`config.mk`:
```
export PLATFORM = sky130hd
export DESIGN_NAME = window_scan_sequencer
export DESIGN_NICKNAME = d
export VERILOG_FILES = /design/src/rtl/window_scan_sequencer.sv
export SDC_FILE = /design/constraint.sdc
export NUM_CORES = 1
export LEC_CHECK = 0
export CORE_MARGIN = 3
export CORE_UTILIZATION = 54
export CTS_CLUSTER_SIZE = 14
export DETAILED_ROUTE_END_ITERATION = 7
export PLACE_DENSITY = 0.89
export SETUP_SLACK_MARGIN = 0.1
export SKIP_LAST_GASP = 1
export SYNTH_ARGS = -nofsm -noshare
export SYNTH_HDL_FRONTEND = slang
export SYNTH_SLANG_ARGS = --single-unit
```
`constraint.sdc`:
```
create_clock -name clk -period 3.5 [get_ports clk]
set_clock_uncertainty 0.1 [all_clocks]
set_input_delay 0.7 -clock clk [delete_from_list [all_inputs] [get_ports clk]]
set_output_delay 0.7 -clock clk [all_outputs]
set_load 0.01 [all_outputs]
```
`src/rtl/window_scan_sequencer.sv`:
```
// Column sequencer for a 3x3 sliding-window scan over a COLS x ROWS frame.
// Tracks the accepted column position and flags when the window is complete.
module window_scan_sequencer #(
  parameter int COLS = 5,
  parameter int ROWS = 5
) (
  input  logic                    clk,
  input  logic                    rst,
  input  logic                    done_i,
  input  logic                    clear_i,
  output logic                    shift_en_o,
  output logic                    win_valid_o,
  output logic [$clog2(COLS)-1:0] col_o,
  output logic [$clog2(ROWS)-1:0] row_o,
  output logic                    busy_o,
  output logic                    progress_done_o
);

  localparam int CW = $clog2(COLS);
  localparam int RW = $clog2(ROWS);
  localparam logic [CW-1:0] COL_MAX = CW'(COLS - 1);
  localparam logic [RW-1:0] ROW_MAX = RW'(ROWS - 3);

  typedef enum logic [1:0] {
    IDLE,
    FILL,
    RUN,
    DONE
  } state_t;

  state_t        state, state_nx;
  logic [CW-1:0] col, col_nx;
  logic [RW-1:0] row, row_nx;
  logic          win_nx;
  logic          accept;
  logic          col_last;
  logic          row_last;

  assign accept   = done_i & ~clear_i & (state != DONE);
  assign col_last = (col == COL_MAX);
  assign row_last = (row == ROW_MAX);

  always_comb begin
    state_nx = state;
    col_nx   = col;
    row_nx   = row;
    win_nx   = accept & (col >= CW'(2));
    if (clear_i) begin
      state_nx = IDLE;
      col_nx   = '0;
      row_nx   = '0;
      win_nx   = 1'b0;
    end else begin
      if (accept) begin
        col_nx = col_last ? '0 : col + CW'(1);
        if (col_last)
          row_nx = row_last ? '0 : row + RW'(1);
      end
      unique case (state)
        IDLE: if (accept) state_nx = FILL;
        FILL: if (accept && col == CW'(1)) state_nx = RUN;
        RUN: begin
          if (accept && col_last)
            state_nx = row_last ? DONE : FILL;
        end
        DONE: state_nx = IDLE;
        default: state_nx = IDLE;
      endcase
    end
  end

  always_ff @(posedge clk or negedge rst) begin
    if (!rst) begin
      state       <= IDLE;
      col         <= '0;
      row         <= '0;
      win_valid_o <= 1'b0;
    end else begin
      state       <= state_nx;
      col         <= col_nx;
      row         <= row_nx;
      win_valid_o <= win_nx;
    end
  end

  // Position of the last accepted column; col == 0 means it closed a row.
  always_comb begin
    col_o = (col == '0) ? COL_MAX : col - CW'(1);
    row_o = row;
    if (col == '0)
      row_o = (row == '0) ? ROW_MAX : row - RW'(1);
  end

  assign shift_en_o      = accept & rst;
  assign busy_o          = (state == FILL) || (state == RUN);
  assign progress_done_o = (state == DONE);

endmodule

```
Yosys cells after proc, flatten, opt, wreduce, memory -nomap -nowiden. Index checks and enable logic that the tools add are counted.

Flip-flop bits (word level): 9. Output and inout port bits: 10. Logic and storage cells: 51.

Add/subtract/negate cells: 4. Magnitude comparators: 1. Eq/ne operators: 10. Multiplexer cells: 17. Bitwise operators: 5. Reduce and logical (&&, ||, !) cells: 10.

Operators by type and width (count): $mux W3 (10); $mux W2 (5); $ne A3 B3 Y1 const B (3); $pmux W2 S4 (1); $add A3 B1 Y3 const B (2); $logic_not A3 Y1 (2); $sub A3 B1 Y3 const B (2); $and A1 B1 Y1 (4); $eq A2 B2 Y1 const B (2); $reduce_bool A2 Y1 (2); $eq A3 B1 Y1 const B (1); $eq A3 B2 Y1 const B (1); $eq A3 B3 Y1 const B (1); $ge A3 B2 Y1 const B (1); $reduce_and A3 Y1 (1); $eq A2 B1 Y1 const B (1); $logic_and A1 B1 Y1 (2); $logic_not A2 Y1 (1); $ne A2 B2 Y1 const B (1); $reduce_and A2 Y1 (1); $logic_or A1 B1 Y1 (1); $mux W1 (1); $not A1 Y1 (1).

Depth between registers and ports, before layout. Gate-level depths: netlist of run 1.

Depth after elaboration: 7. Gate-level depth with buffers: 6.

Worst setup path after synthesis of run 1. OpenSTA, ideal clock, no wires.

Kind: reg2out. From: reg col[0]. To: out row_o[2]. Data arrival time: 1.477 ns. Path slack: 1.223 ns. Cell stages (with the launch flop): 7. Buffers on the path: 0. Cells stage by stage: dfrtp_1 > inv_1 > ha_1 > nor2b_1 > nand2_1 > nor3_1 > a21o_1.

Cells in the longest elaborated chain, start to end: 2.

RTL lines: start: declaration (RTL line 32) `logic [CW-1:0] col, col_nx;`; start signal: assignment (RTL line 80) `col <= col_nx;`; $logic_not A3 Y1 (RTL line 90) `if (col == '0)`; $mux W3 (RTL line 90); end: declaration (RTL line 14) `output logic [$clog2(ROWS)-1:0] row_o,`.

Every way passes these cells.

Final worst setup path of run 1. Ends and elaborated chain as after synthesis.

==> metrics.txt, run 1 <==
MaxCap Viol Count=0; Pwr Density=400 nW/um2; initial antenna violation count=0; drt wl/cell=13.8 um; FILL cells=86; CP Cell Sequence=inv_1 > ha_1 > nor2b_1 > nand2_1 > nor3_1 > a21o_1 > clkdlybuf4s50_1; Setup CP Type=reg2out; first-pass GRT wire length=around 2700 um; vias in the first global route=644; Final Hold Fails=0; fmax=0.325 GHz; # diodes=0; Placed Area=between 900 and 1000 um2; Die H=43.2 um; standby leakage power=0.437 nW; Slew @ Worst Pin=345 ps; most common cell in the synthesized netlist=ha_1; Area Growth Syn to Fin=24.6%; Post-DRT Antenna Nets=0; Synth area leaders=dfrtp_1 30%, ha_1 23%, a21oi_1 4.7%; clock-pin slew on the worst setup and hold paths=60 ps; Cells after Synth=81; Tightest Hold Check Type=reg2reg; starting density of the core=between 60% and 70%; crit share post-route=approximately 88%; DRC Markers=0; CTS root buf=clkbuf_4; fin area=931 um2; core footprint=1200 um2; Synth Flop Type=dfrtp_1; Buffers on Ports=13; share of the synthesized area in the top cell type=30.2%; Max stage delay on crit path=520 ps; multi-input logic area=483 um2; H-tree Lvls=1; clk_lat worst skew=270 ps; share of post-route cells with drive strength above 1=12.2%; Async SR Flop Fraction=100%; CP Capture Type=output port; fin cells=112; unrepaired setup endpoints after global routing=no; syn_area_per_cell=9.22 um2; clock buffer count from CTS=3; drt first pass iters=4; synth warn=0; Final setup viols=0; cell taking the most area after synthesis=dfrtp_1; post-CTS setup buffer count=0; final WL=1540 um; minimum clock period=3080 ps; Final Max Slew Viols=0; largest net degree at the start of global routing=12; CTS tree=yes; Tot GR Track Use=19.3%; pre-CTS WS=~480 ps; post-CTS sizing=0; DP Wirelength=1230 um; vias=650; part of the Yosys area used for sequential elements=30.2%; final worst setup slack=around 420 ps; Yosys reg bits=9; Placement Rows=12; worst hold margin=532 ps; most frequent cells after synthesis=14 x ha_1, 9 x dfrtp_1, 9 x nor2_1, 7 x a21oi_1, 7 x inv_1; routability cong.=0.765; cell at the slowest stage of the critical path=clkdlybuf4s50_1; Setup TNS Final=0 ps; Cell variety after synth=24; VDD IR max=0.000355 V; total gr overflow=0; initial DRC count=13; CTS sink cnt=9; Worst Path Max Fanout=6; crit path DAT=2280 ps; outcome=finished clean; Synth Net Count=99; Placed Instances=~110; Mapped Area=747 um2; CP Launch Type=flip-flop; Worst Path Required=2700 ps; Post-synth EDFFs=0; deepest clock path buffer count=2; Via-to-Cell Ratio=~5.8; die footprint=1870 um2; IO Count=14; Max transition margin=just under 80%; # hold bufs at CTS=0; overall die width=43.2 um; FF/Latch Area=225 um2; NumNets Final=117
[worst max-delay path: cells and delay by family (launching register included)]
kind	cells	cell delay [ps]
AND/OR/NAND/NOR	3	590
adder cells (fa/ha/maj)	1	190
flip-flops	1	440
buffers and inverters	2	680
AO/OA/AOI/OAI	1	110
[cells in the final DEF (no fill, tap or decap), types with 3 or more instances in the layout]
master / Yosys / final
clkbuf_4: 0 / 3
nor2_1: 9 / 9
o21ai_0: 3 / 3
dfrtp_1: 9 / 9
nor2b_1: 3 / 3
clkdlybuf4s50_1: 0 / 13
inv_1: 7 / 7
nand2b_1: 3 / 3
nor3_1: 5 / 5
ha_1: 14 / 14
a21oi_1: 7 / 7
mux2_2: 3 / 3
buf_4: 0 / 3
[worst paths after layout]
path	cells after the start	slack, ps	to	from
max in group asynchronous	2	2450	state[1]$_DFFE_PN0P_	rst
min	2	530	row[0]$_DFFE_PN0P_	row[0]$_DFFE_PN0P_
min in group asynchronous	2	710	row[2]$_DFFE_PN0P_	rst
max reg2reg	6	1450	state[0]$_DFFE_PN0P_	col[0]$_DFFE_PN0P_
max	7	420	row_o[2]	col[0]$_DFFE_PN0P_
min reg2reg	2	530	row[0]$_DFFE_PN0P_	row[0]$_DFFE_PN0P_
[power breakdown]
| part | switching [W] | internal (W) | total, W |
|---|---|---|---|
| sequential | 0.0000155 | 0.000116 | 0.000131 |
| combinational | 0.0000741 | 0.0000826 | 0.000157 |
| clock | 0.0000398 | 0.0000441 | 0.0000839 |
| total | 0.000129 | 0.000243 | 0.000372 |
[logic make-up (layout without fill, tap and decap cells)]
group	after synthesis	count (layout)	share of synthesized area [%]
compound gates	16	16	13.7
fa+ha+maj	14	14	23.5
buf+inv	10	27	5.19
flops	9	9	30.2
mux	4	4	5.86
simple gates	28	28	21.6
[cell type report]
class	instances	share of cell area (%)
Sequential cell	9	24.2
Multi-Input combinational cell	62	51.9
Tap cell	14	1.88
Clock buffer	4	2.82
Timing Repair Buffer	16	16.4
Inverter	7	2.82
[per-stage QoR]
| step | total power, W | util, % |
|---|---|---|
| finish | 0.000372 | 77.5 |
| global route | 0.000402 | 77.5 |
| CTS | 0.000374 | 77.5 |
| detailed placement | 0.000290 | 75.3 |
| global placement | 0.000285 | 75.3 |
| floorplan | 0.000233 | - |
[sequential cells by signal, summed over array words and instances, names as in the netlist]
register     count
state            2
col              3
row              3
win_valid_o      1
[routing by layer]
| metal | global-route usage (%) | vias to the layer above | wire, um |
|---|---|---|---|
| li1 | - | 315 | - |
| met5 | 0 | - | 0 |
| met2 | 33.0 | 27 | 733 |
| met4 | 11.4 | 0 | 40 |
| met3 | 3.81 | 4 | 81 |
| met1 | 21.4 | 304 | 686 |
Note: power is estimated with default switching activity, not from simulation.
==> run 2: changes to the inputs <==
Settings changed: CTS_CLUSTER_DIAMETER from default to 200.
==> results of run 2 <==
No change in the layout: final DEF, timing and power equal those of run 1.
==> run 3: changes to the inputs <==
Settings changed: ABC_AREA from default to 1, CORE_UTILIZATION 54 to 51, PLACE_DENSITY 0.89 to 0.85, REMOVE_ABC_BUFFERS from default to 1.
Clock period 3.5 ns to 3.4 ns, I/O delays scaled along.
==> run 3 against run 2 <==
Routed wire length is 3.0% lower. Clock power rose by 0.5%. Via count increased by 4.2%. Utilization decreased by 7.0 points. First-iteration DRC count shrank 31%. Worst setup slack better by 51 ps. Sequential share of layout area fell by 1.1 points. Total power is 20% higher. Largest power group unchanged. Synthesized cell count increased by 27%.
==> metrics.txt, run 3 <==
clock buffer count from CTS=3; Post-DRT Antenna Nets=0; core footprint=~1400 um2; die footprint=slightly above 2000 um2; Setup CP Type=reg2out; share of post-route cells with drive strength above 1=between 10% and 20%; unrepaired setup endpoints after global routing=no; # hold bufs at CTS=0; CP Launch Type=flip-flop; Final Total Pwr=0.000445 W; fin area=975 um2; Synth Flop Type=dfrtp_1; Final Hold Fails=0; vias in the first global route=646; H-tree Lvls=1; Buffers on Ports=13; MaxCap Viol Count=0; most frequent cells after synthesis=19 x inv_1, 19 x nand2_1, 14 x ha_1, 10 x nor2_1, 9 x dfrtp_1; routability cong.=0.861; initial DRC count=9; Max transition margin=81.4%; first-pass GRT wire length=2550 um; grt met2 use=28.4%; clock-pin slew on the worst setup and hold paths=60 ps; CTS sink cnt=9; starting density of the core=57.3%; Die H=about 45 um; CP most frequent cell=inv_1; Post-synth EDFFs=0; Final Max Slew Viols=0; final WL=1500 um; standby leakage power=0.510 nW; initial antenna violation count=0; crit path DAT=2150 ps; share of the synthesized area in the top cell type=28.4%; Worst Path Required=2620 ps; vias=677; fmax=0.342 GHz; met1 usage=20.6%; CP Capture Type=output port; Area Growth Syn to Fin=23.1%; Synth area leaders=dfrtp_1 28%, ha_1 22%, inv_1 9.0%; Setup TNS Final=0 ps; Reg2Reg Setup Slack=1870 ps; CTS tree=yes; syn_area_per_cell=7.69 um2; CP delay by family, top=buffers and inverters; Cells after Synth=slightly above 100; Tightest Hold Check Type=reg2reg; outcome=finished clean; DRC Markers=0; Worst Path Max Fanout=5; overall die width=45.4 um; Slew @ Worst Pin=278 ps; total gr overflow=0; DP Wirelength=1210 um; Tot GR Track Use=17.6%; NumNets Final=140; cell at the slowest stage of the critical path=clkdlybuf4s50_1; Placement Rows=13; Final setup viols=0; crit share post-route=86.1%; Async SR Flop Fraction=100%; Bufs and invs on worst path=4; CP Cell Sequence=inv_1 > ha_1 > inv_1 > nor2_1 > inv_1 > o21ai_0 > clkdlybuf4s50_1; Cell variety after synth=22; clk_lat worst skew=270 ps; drt wl/cell=11.0 um; VDD IR max=around 0.00027 V; drt first pass iters=4; Via-to-Cell Ratio=4.98; # diodes=0; Pwr Density=457 nW/um2; part of the Yosys area used for sequential elements=between 20% and 30%; deepest clock path buffer count=2; CTS root buf=clkbuf_4; post-CTS setup buffer count=0; Yosys reg bits=9; most frequent cells in the layout=19 x inv_1, 19 x nand2_1, 14 x ha_1; IO Count=14; minimum clock period=just under 3000 ps; synth warn=0; Mapped Area=792 um2; biggest regs=col: 3 flops, row: 3 flops, state: 2 flops; busiest grt layer=met2; largest net degree at the start of global routing=10; post-CTS sizing=0; cell taking the most area after synthesis=dfrtp_1; Placed Area=948 um2; Max stage delay on crit path=about 560 ps; M3 GR Usage=7.91%
-- run 3: cell count changes in the layout (fill, tap and decap cells not counted), sizes merged, moves of 3 or more --
cell / change
nand2: +20
inv: +14
nand3: +4
a21oi: -3
mux2: -3
nand2b: -3
nor2b: -3
nor3: -3
o21ai: +3
-- run 3: through the flow --
step / std cells / setup WS [ps] / utilization, % / hold slack, ps
global placement: 132 / 511 / 68.6 / 460
detailed placement: 132 / 492 / 68.6 / 471
finish: 136 / 474 / 70.5 / 478
CTS: 136 / 431 / 70.5 / 485
floorplan: 103 / 1300 / - / 284
global route: 136 / 246 / 70.5 / 537
-- run 3: kinds of logic (layout without fill, tap and decap cells) --
logic type	after synthesis	after routing	share of synthesized area [%]
flops	9	9	28.4
compound gates	14	14	9.95
buf+inv	21	39	9.95
xor+xnor	1	1	1.11
simple gates	44	44	28.4
fa+ha+maj	14	14	22.1
-- run 3: worst min-delay path, cell delays in order, from the launching register on --
cell and delay, ps:
dfrtp_1 390, nor3_1 70, nor2_1 80
-- run 3: final cells by class --
class / count / area, um2
Sequential cell: 9 / 225
Multi-Input combinational cell: 73 / 488
Tap cell: 15 / 18.8
Fill cell: 113 / 408
Timing Repair Buffer: 14 / 138
Clock buffer: 4 / 26.3
Inverter: 21 / 78.8
-- run 3: power by group --
part | leakage [nW] | total, W | switching [W] | internal (W)
logic | 0.374 | 0.000218 | 0.000114 | 0.000104
clock network | 0.0150 | 0.0000843 | 0.0000390 | 0.0000453
registers | 0.121 | 0.000143 | 0.0000204 | 0.000123
total | 0.510 | 0.000445 | 0.000173 | 0.000272
-- run 3: routing by layer --
| metal | wire (um) | vias up |
|---|---|---|
| met3 | 77 | 0 |
| met1 | 686 | 303 |
| met2 | 731 | 12 |
| li1 | - | 362 |
| met4 | 0 | 0 |
| met5 | 0 | - |
-- run 3: worst paths after layout --
check	startpoint	endpoint	cells after the start
max in group asynchronous	rst	state[0]$_DFFE_PN0P_	2
setup reg to reg	row[0]$_DFFE_PN0P_	state[1]$_DFFE_PN0P_	8
setup / recovery	col[0]$_DFFE_PN0P_	row_o[1]	7
hold reg to reg	col[1]$_DFFE_PN0P_	win_valid_o$_DFF_PN0_	2
min in group asynchronous	rst	col[2]$_DFFE_PN0P_	2
hold / removal	col[1]$_DFFE_PN0P_	win_valid_o$_DFF_PN0_	2
